$ cat src/rtl/muldiv_seq.sv
// Sequential 32x32 multiply / divide unit: one bit per cycle (shift-add or
// restoring shift-subtract), followed by a sign-correction step.
module muldiv_seq (
    input  logic        clock,
    input  logic        reset,
    input  logic        start,
    input  logic [1:0]  op,
    input  logic [31:0] src_a,
    input  logic [31:0] src_b,
    input  logic        cancel,
    input  logic        result_req,
    output logic        busy,
    output logic        stall,
    output logic        done,
    output logic [63:0] prod
);

    localparam int DATA_W = 32;

    typedef enum logic [1:0] {IDLE, RUN, FIX} state_t;

    state_t              state;
    state_t              state_nxt;
    logic [1:0]          op_q;
    logic                sign_a;
    logic                sign_b;
    logic [DATA_W-1:0]   a_q;
    logic [DATA_W-1:0]   b_q;
    logic [2*DATA_W-1:0] part;
    logic [4:0]          cnt;

    logic [DATA_W:0]     mul_sum;
    logic [DATA_W:0]     div_shift;
    logic                div_ge;
    logic [DATA_W-1:0]   div_rem;

    function automatic logic [DATA_W-1:0] abs_val(input logic signed [DATA_W-1:0] v);
        return v[DATA_W-1] ? -v : v;
    endfunction

    // Signed ops work on magnitudes; restore the signs here. A zero divisor
    // leaves the raw {dividend, all-ones} pattern untouched.
    function automatic logic [2*DATA_W-1:0] fix_sign(
        input logic [1:0]          f_op,
        input logic                sa,
        input logic                sb,
        input logic                div0,
        input logic [2*DATA_W-1:0] raw
    );
        logic signed [DATA_W-1:0] q;
        logic signed [DATA_W-1:0] r;
        q = (sa ^ sb) ? -raw[DATA_W-1:0] : raw[DATA_W-1:0];
        r = sa ? -raw[2*DATA_W-1:DATA_W] : raw[2*DATA_W-1:DATA_W];
        case (f_op)
            2'b01:   return (sa ^ sb) ? -raw : raw;
            2'b11:   return div0 ? raw : {r, q};
            default: return raw;
        endcase
    endfunction

    assign busy  = (state != IDLE);
    assign stall = busy && (start || result_req);

    always_ff @(posedge clock or negedge reset) begin
        if (!reset) state <= IDLE;
        else        state <= state_nxt;
    end

    always_comb begin
        state_nxt = state;
        case (state)
            IDLE:    if (start && !cancel) state_nxt = RUN;
            RUN:     if (cancel) state_nxt = IDLE;
                     else if (cnt == 5'd31) state_nxt = FIX;
            FIX:     state_nxt = IDLE;
            default: state_nxt = IDLE;
        endcase
    end

    assign mul_sum   = {1'b0, part[2*DATA_W-1:DATA_W]} + (b_q[0] ? {1'b0, a_q} : '0);
    assign div_shift = {part[2*DATA_W-1:DATA_W], a_q[DATA_W-1]};
    assign div_ge    = (div_shift >= {1'b0, b_q});
    assign div_rem   = div_ge ? DATA_W'(div_shift - {1'b0, b_q}) : div_shift[DATA_W-1:0];

    // Operand capture and iteration stage
    always_ff @(posedge clock or negedge reset) begin
        if (!reset) begin
            op_q   <= 2'b00;
            sign_a <= 1'b0;
            sign_b <= 1'b0;
            a_q    <= '0;
            b_q    <= '0;
            part   <= '0;
            cnt    <= '0;
        end else if (state == IDLE) begin
            if (start && !cancel) begin
                op_q   <= op;
                sign_a <= src_a[DATA_W-1];
                sign_b <= src_b[DATA_W-1];
                a_q    <= op[0] ? abs_val(src_a) : src_a;
                b_q    <= op[0] ? abs_val(src_b) : src_b;
                part   <= '0;
                cnt    <= '0;
            end
        end else if (state == RUN) begin
            cnt <= cnt + 5'd1;
            if (!op_q[1]) begin
                part <= {mul_sum, part[DATA_W-1:1]};
                b_q  <= b_q >> 1;
            end else begin
                part <= {div_rem, part[DATA_W-2:0], div_ge};
                a_q  <= a_q << 1;
            end
        end
    end

    // Result stage
    always_ff @(posedge clock or negedge reset) begin
        if (!reset) begin
            done <= 1'b0;
            prod <= '0;
        end else begin
            done <= 1'b0;
            if (state == FIX && !cancel) begin
                done <= 1'b1;
                prod <= fix_sign(op_q, sign_a, sign_b, op_q[1] && (b_q == '0), part);
            end
        end
    end

endmodule

$ cat config.mk
export PLATFORM = sky130hd
export DESIGN_NAME = muldiv_seq
export DESIGN_NICKNAME = d
export VERILOG_FILES = /design/src/rtl/muldiv_seq.sv
export SDC_FILE = /design/constraint.sdc
export NUM_CORES = 1
export LEC_CHECK = 0
export ABC_AREA = 1
export CORE_MARGIN = 10
export CORE_UTILIZATION = 35
export DETAILED_ROUTE_END_ITERATION = 10
export SETUP_SLACK_MARGIN = 0.2
export SLEW_MARGIN = 10
export SYNTH_ARGS = -nofsm -noshare
export SYNTH_HDL_FRONTEND = slang
export SYNTH_SLANG_ARGS = --single-unit
$ cat constraint.sdc
create_clock -name clock -period 2.8 [get_ports clock]
set_input_delay 0.7 -clock clock [delete_from_list [all_inputs] [get_ports clock]]
set_output_delay 0.7 -clock clock [all_outputs]
set_load 0.01 [all_outputs]
==> flow_metrics.tcl <==
set metrics [dict create \
    routed_wl_um 77150 \
    overflow 0 \
    cts-root-buf "clkbuf_16" \
    grt_usage 0.2248 \
    netlist_instances 3231 \
    relSlewSlack 0.5334 \
    hold_viol 0 \
    critical_path.cell_chain "nor2_4, buf_6, nor2_1, clkdlybuf4s50_1" \
    ys_warn_count 0 \
    finalPower_uw 23970 \
    ant_nets 0 \
    whs_ns 0.006899 \
    synth_area_leaders "dfrtp_1, nand2_1, inv_1" \
    ir_worst_vdd_mv 0.5809 \
    crit_path_max_fanout 3 \
    htree_levels 1 \
    ff2ff_setup_slack_ns 0.29 \
    final_nets 3568 \
    vias 21870 \
    cp-start-kind "flip-flop" \
    crit_required_ns 2.10 \
    drt_pass1_iterations 6 \
    critPathTopFamily "buffers and inverters" \
    yosysMostFrequentCell "nand2_1" \
    die_w_um 255.9 \
    route.detailed.drc 0 \
    path_class "reg2out" \
    port_buffers 137 \
    cts_tree "done" \
    hpwl_um 60290 \
    ys_seq_area_frac 0.2621 \
    leakage_uw 0.01215 \
    critPathSlowestCell "clkdlybuf4s50_1" \
    cts_made_buffers 27 \
    n_fill_cell 6039 \
    coreArea_mm2 0.05509 \
    async_reset_ff_frac 1.000 \
    antenna_found_initial 1 \
    power_density_mw_per_mm2 1006 \
    cts_buffer_depth 3 \
    cpPeakStageDelay_ns 0.47 \
    syn_to_final_growth_pct 22.35 \
    crit_start "state[0]" \
    finalCritPeriodShare 0.9052 \
    r2r-start "b_q[0]" \
    placed_area_mm2 0.02233 \
    cts.clk_slew.worst_paths_ns 0.06 \
    r2r_cells 16 \
    die_y_um 255.9 \
    yosys_most_used_dff "dfrtp_1" \
    setup_viol 0 \
    skew_ns 0.02036 \
    arrival_ns 1.83 \
    period_minus_slack_ns 2.535 \
    synth_common_cells "nand2_1, inv_1, nor2_1, nand3_1, dfrtp_1" \
    grt_pass1_wl_um 118500 \
    io-pin-count 138 \
    cts_hold_buf 0 \
    synth_edf_count 0 \
    cts.sinks 204 \
    status "completed" \
    vias_per_cell 5.217 \
    wire_per_inst_um 18.40 \
    end_kind "primary output" \
    synth.distinct_cells 59 \
    worst-path-buf-inv 2 \
    drv_cap 0 \
    drive_above_1_share 0.1121 \
    dieArea_mm2 0.06549 \
    drt_iter0_markers 1816 \
    drv_slew 0 \
    syn_avg_cell_area_um2 6.029 \
    clk_latency_ns 0.57 \
    synth_top_area_cell "dfrtp_1" \
    setup_tns_ns 0 \
    gp_congestion 0.9985 \
    synth_area_mm2 0.01948 \
    num_rows 86 \
    max_freq_mhz 394.5 \
    start_util 0.3536 \
    min_path_type "in2async" \
    fin_area_mm2 0.02383 \
    synth_nets 3375 \
    grt_pass1_vias 20570 \
    fin_util 0.4326 \
    rsz0062_at_grt "yes" \
    yosys.area.top_type_share 0.2621 \
    grt_max_degree 79 \
    max_slew.worst_pin.slew_ns 0.6999 \
    r2r-end "part[58]" \
    synth-seq-cells 204 \
]
## sequential cells by signal (all words and copies together) (netlist names), 2 cells and up
signal and count:
a_q 32, part 64, prod 64, state 2, op_q 2, cnt 5
b_q 32
## placed cells by master (no fill, tap or decap), types with 41 or more instances in the layout
| master | n |
|---|---|
| a21oi_1 | 151 |
| o21ai_0 | 189 |
| xor2_1 | 48 |
| buf_4 | 115 |
| nor2_2 | 41 |
| nand2_1 | 1080 |
| clkdlybuf4s50_1 | 134 |
| nand3_1 | 250 |
| nor2_1 | 285 |
| inv_1 | 390 |
| nand4_1 | 56 |
| dfrtp_1 | 201 |
## stage by stage
stage / cells / setup slack [ns]
3_3_place_gp: 4126 / 0.08850
6_report: 4193 / 0.2654
4_1_cts: 4180 / 0.1968
2_1_floorplan: 3231 / 0.2604
3_5_place_dp: 4126 / 0.05297
5_1_grt: 4193 / 0.1182
## kinds of logic (layout without fill, tap and decap cells)
group,Yosys count,in the layout,share of synthesized area
other,0,1,0
DFF,204,204,0.2621
adders and majority gates,73,73,0.04766
buffers and inverters,522,733,0.1055
AOI/OAI and AO/OA,526,526,0.1571
xor gates and xnor gates,60,60,0.02698
and+or+nand+nor,1846,1848,0.4007
## worst max-delay path by stage
stage / end / slack [ns] / cells past startpoint
2_1_floorplan: part[59] / 0.26 / 21
3_3_place_gp: a_q[25] / 0.09 / 10
3_5_place_dp: b_q[28] / 0.05 / 12
4_1_cts: part[62] / 0.20 / 14
5_1_grt: part[60] / 0.12 / 16
6_report: stall / 0.27 / 4
## area by class of cell
cell class | instances | area, µm² | area share
flip-flops and latches | 204 | 5109 | 0.2144
clock buffers | 36 | 759.5 | 0.03187
inverters | 417 | 1572 | 0.06594
repair buffers | 267 | 2515 | 0.1055
multi-input cells | 2507 | 12820 | 0.5381
clock inverters | 13 | 116.4 | 0.004882
well taps | 748 | 935.9 | 0.03927
diodes | 1 | 2.502 | 0.0001050
## repair_timing
action	in CTS	in global routing
buffers inserted	4	11
setup endpoints to repair	11	40
gates resized for setup	10	123
gates cloned	1	1
pin swaps	2	14
## per-layer routing
metal | up-vias | GRT usage | part of all wire
met4 | 0 | 0.1007 | 0.047
met1 | 10050 | 0.2934 | 0.44
met3 | 182 | 0.03440 | 0.067
li1 | 10860 | - | -
met2 | 782 | 0.3614 | 0.45
met5 | - | 0 | 0
## where the power goes
| part | switching (µW) | leakage [µW] | total, µW | internal, µW |
|---|---|---|---|---|
| combinational | 10800 | 0.00913 | 16200 | 5440 |
| sequential | 707 | 0.00259 | 4290 | 3580 |
| clock | 1460 | 0.000426 | 3470 | 2010 |
| total | 12900 | 0.0122 | 24000 | 11000 |
(Power assumes the default switching activity.)
==> variant: new RTL, config.mk and constraints unchanged <==
Reset style: synchronous (`reset`), changed in 3 clocked blocks.
--- a/src/rtl/muldiv_seq.sv
+++ b/src/rtl/muldiv_seq.sv
@@ -61,7 +61,7 @@
     assign busy  = (state != IDLE);
     assign stall = busy && (start || result_req);
 
-    always_ff @(posedge clock or negedge reset) begin
+    always_ff @(posedge clock) begin
         if (!reset) state <= IDLE;
         else        state <= state_nxt;
     end
@@ -83,7 +83,7 @@
     assign div_rem   = div_ge ? DATA_W'(div_shift - {1'b0, b_q}) : div_shift[DATA_W-1:0];
 
     // Operand capture and iteration stage
-    always_ff @(posedge clock or negedge reset) begin
+    always_ff @(posedge clock) begin
         if (!reset) begin
             op_q   <= 2'b00;
             sign_a <= 1'b0;
@@ -115,7 +115,7 @@
     end
 
     // Result stage
-    always_ff @(posedge clock or negedge reset) begin
+    always_ff @(posedge clock) begin
         if (!reset) begin
             done <= 1'b0;
             prod <= '0;
Formal check against the unedited RTL: differs if reset is asserted again (counterexample within 4 cycles, from zero or initial values and one cycle with reset low); with reset held inactive, the same outputs for 10 cycles.
==> variant against the original RTL <==
  * Global-route usage grew 0.16 points
  * Synthesized area shrank 2.5%
  * Worst setup slack better by 0.021 ns
  * Wire length down 2.2%
  * Non-clock buffer count increased by 11
  * Design area shrank 2.4%
  * Synthesized cell count rose by 2.7%
  * Sequential cell count unchanged
  * Utilization barely moved
  * Via count is 0.41% higher
Power is not compared: it rests on default switching activity, and its combinational part moved more than twofold at a synthesized area within 25%.
==> variant: results (changes against the original RTL) <==
metric,value,unit,change
outcome,"finished, final reports clean",,
first-pass GRT wire length,115000,um,-2.8%
met1 WL,33000,um,-2.5%
clk_lat worst skew,0.56,ns,
P_sw,3.27,mW,
met1 Usage GRT,0.292,,-0.00164
Slew headroom,0.562,,+0.0285
Net Sw Frac,0.335,,
VDD IR max,0.432,mV,
area share of the largest cell type after synthesis,0.215,,-0.0470
GRT Total Usage,0.226,,+0.00161
global placement routability congestion,0.982,,-1.7%
largest net degree at the start of global routing,63,,-20%
met3 wire length,4660,um,-9.6%
Worst Hold Depth,2,,
asr flop ratio synth,0,,-1.00
Routed wire per std cell,18.0,um,-2.4%
sequential share of power,0.316,,
sequential fraction of the synthesis area,0.215,,-0.0470
HP Class,register to register,,
CTS Buffer Depth,3,,unchanged
"Clk pin slew, worst setup/hold paths",0.06,ns,about the same
Ys Warns,0,,unchanged
crit path DAT,3.00,ns,+1.17 ns
"top cells by count, synth","905 x nand2_1, 454 x inv_1, 309 x a21oi_1, 309 x nor2_1, 280 x nand3_1",,
H-tree depth,1,,unchanged
1st-iter DRT viols,1753,,-3.5%
Area contributors post-synth,"dfxtp_1 22%, nand2_1 18%, inv_1 9.0%, a21oi_1 8.1%, nand3_1 7.4%",,
Leak,11.3,nW,
CP max stage delay,0.55,ns,+0.08 ns
biggest regs,"part (64), prod (64)",,
synth unique cells,52,,-12%
Mapped Nets,3463,,+2.6%
Crit path max-delay family,compound AO/OA/AOI/OAI gates,,
port bufs,137,,unchanged
Clk network pwr share,0.407,,
estimated wirelength of the detail-placed design,60000,um,-0.56%
GRT met3 Usage,0.0259,,-0.00846
share of cells above drive strength 1,0.104,,-0.00829
Fillers,5897,,-2.4%
Root Driver,clkbuf_16,,
Critical Path Fanout Max,5,,+2
First-pass DRT Iterations,6,,unchanged
vias in the first global route,20300,,-1.2%
Inserted Clock Buffers,26,,-3.7%
CTS Hold Buffers Added,0,,unchanged
Via-to-Cell Ratio,5.23,,+0.17%
uppermost routed layer,met4,,
DR WL met2,34800,um,+0.54%
initial antenna violation count,1,,unchanged
Clock Skew,0.0119,ns,-0.00847 ns
slowest CP cell,dfxtp_1,,
n_diodes,0,,-1
final net count,3631,,+1.8%
GR Layer Usage met2,0.378,,+0.0162
-- variant: cell count changes in the layout (fill, tap and decap cells not counted), sizes merged, moves of 15 or more --
cell / unedited run / this run
a21boi: 18 / 0
a21oi: 168 / 312
a31oi: 4 / 27
dfrtp: 204 / 0
dfxtp: 0 / 204
inv: 416 / 467
nand2: 1105 / 926
nand3: 261 / 285
o21ai: 207 / 239
o221ai: 16 / 1
or2: 32 / 12
-- variant: cell families (layout without fill, tap and decap cells) --
group,count (synthesis),in the layout,share of synthesized area
buf+inv,605,793,0.124
flops,204,204,0.215
fa+ha+maj,73,73,0.0489
compound gates,698,698,0.204
simple gates,1678,1678,0.380
xor+xnor,61,61,0.0281
-- variant: area by class of cell --
cell class,count,area (um^2),share of cell area
clock inverters,12,249,0.0107
flip-flops and latches,204,4090,0.176
clock buffers,36,769,0.0331
inverters,467,1760,0.0755
multi-input cells,2510,12900,0.555
repair buffers,278,2610,0.112
well taps,696,871,0.0374
-- variant: worst paths after layout --
| check | to | from | slack, ns |
|---|---|---|---|
| hold reg to reg | b_q[27] | b_q[27] | 0.47 |
| hold / removal | b_q[27] | b_q[27] | 0.47 |
| setup / recovery | part[57] | part[49] | 0.29 |
| setup reg to reg | part[57] | part[49] | 0.29 |
-- variant: through the flow --
| step | util | cells | setup slack, ns | area (um^2) |
|---|---|---|---|---|
| floorplan | - | 3319 | 0.251 | 19000 |
| global placement | 0.407 | 4152 | -0.161 | 21900 |
| detailed placement | 0.407 | 4152 | -0.192 | 21900 |
| CTS | 0.426 | 4200 | 0.200 | 22900 |
| global route | 0.432 | 4203 | 0.138 | 23300 |
| finish | 0.432 | 4203 | 0.287 | 23300 |
-- variant: what timing repair did --
item,CTS,global route
buffers inserted,0,3
resized for setup,4,97
pin swaps,1,9
endpoints found under the setup margin,5,41
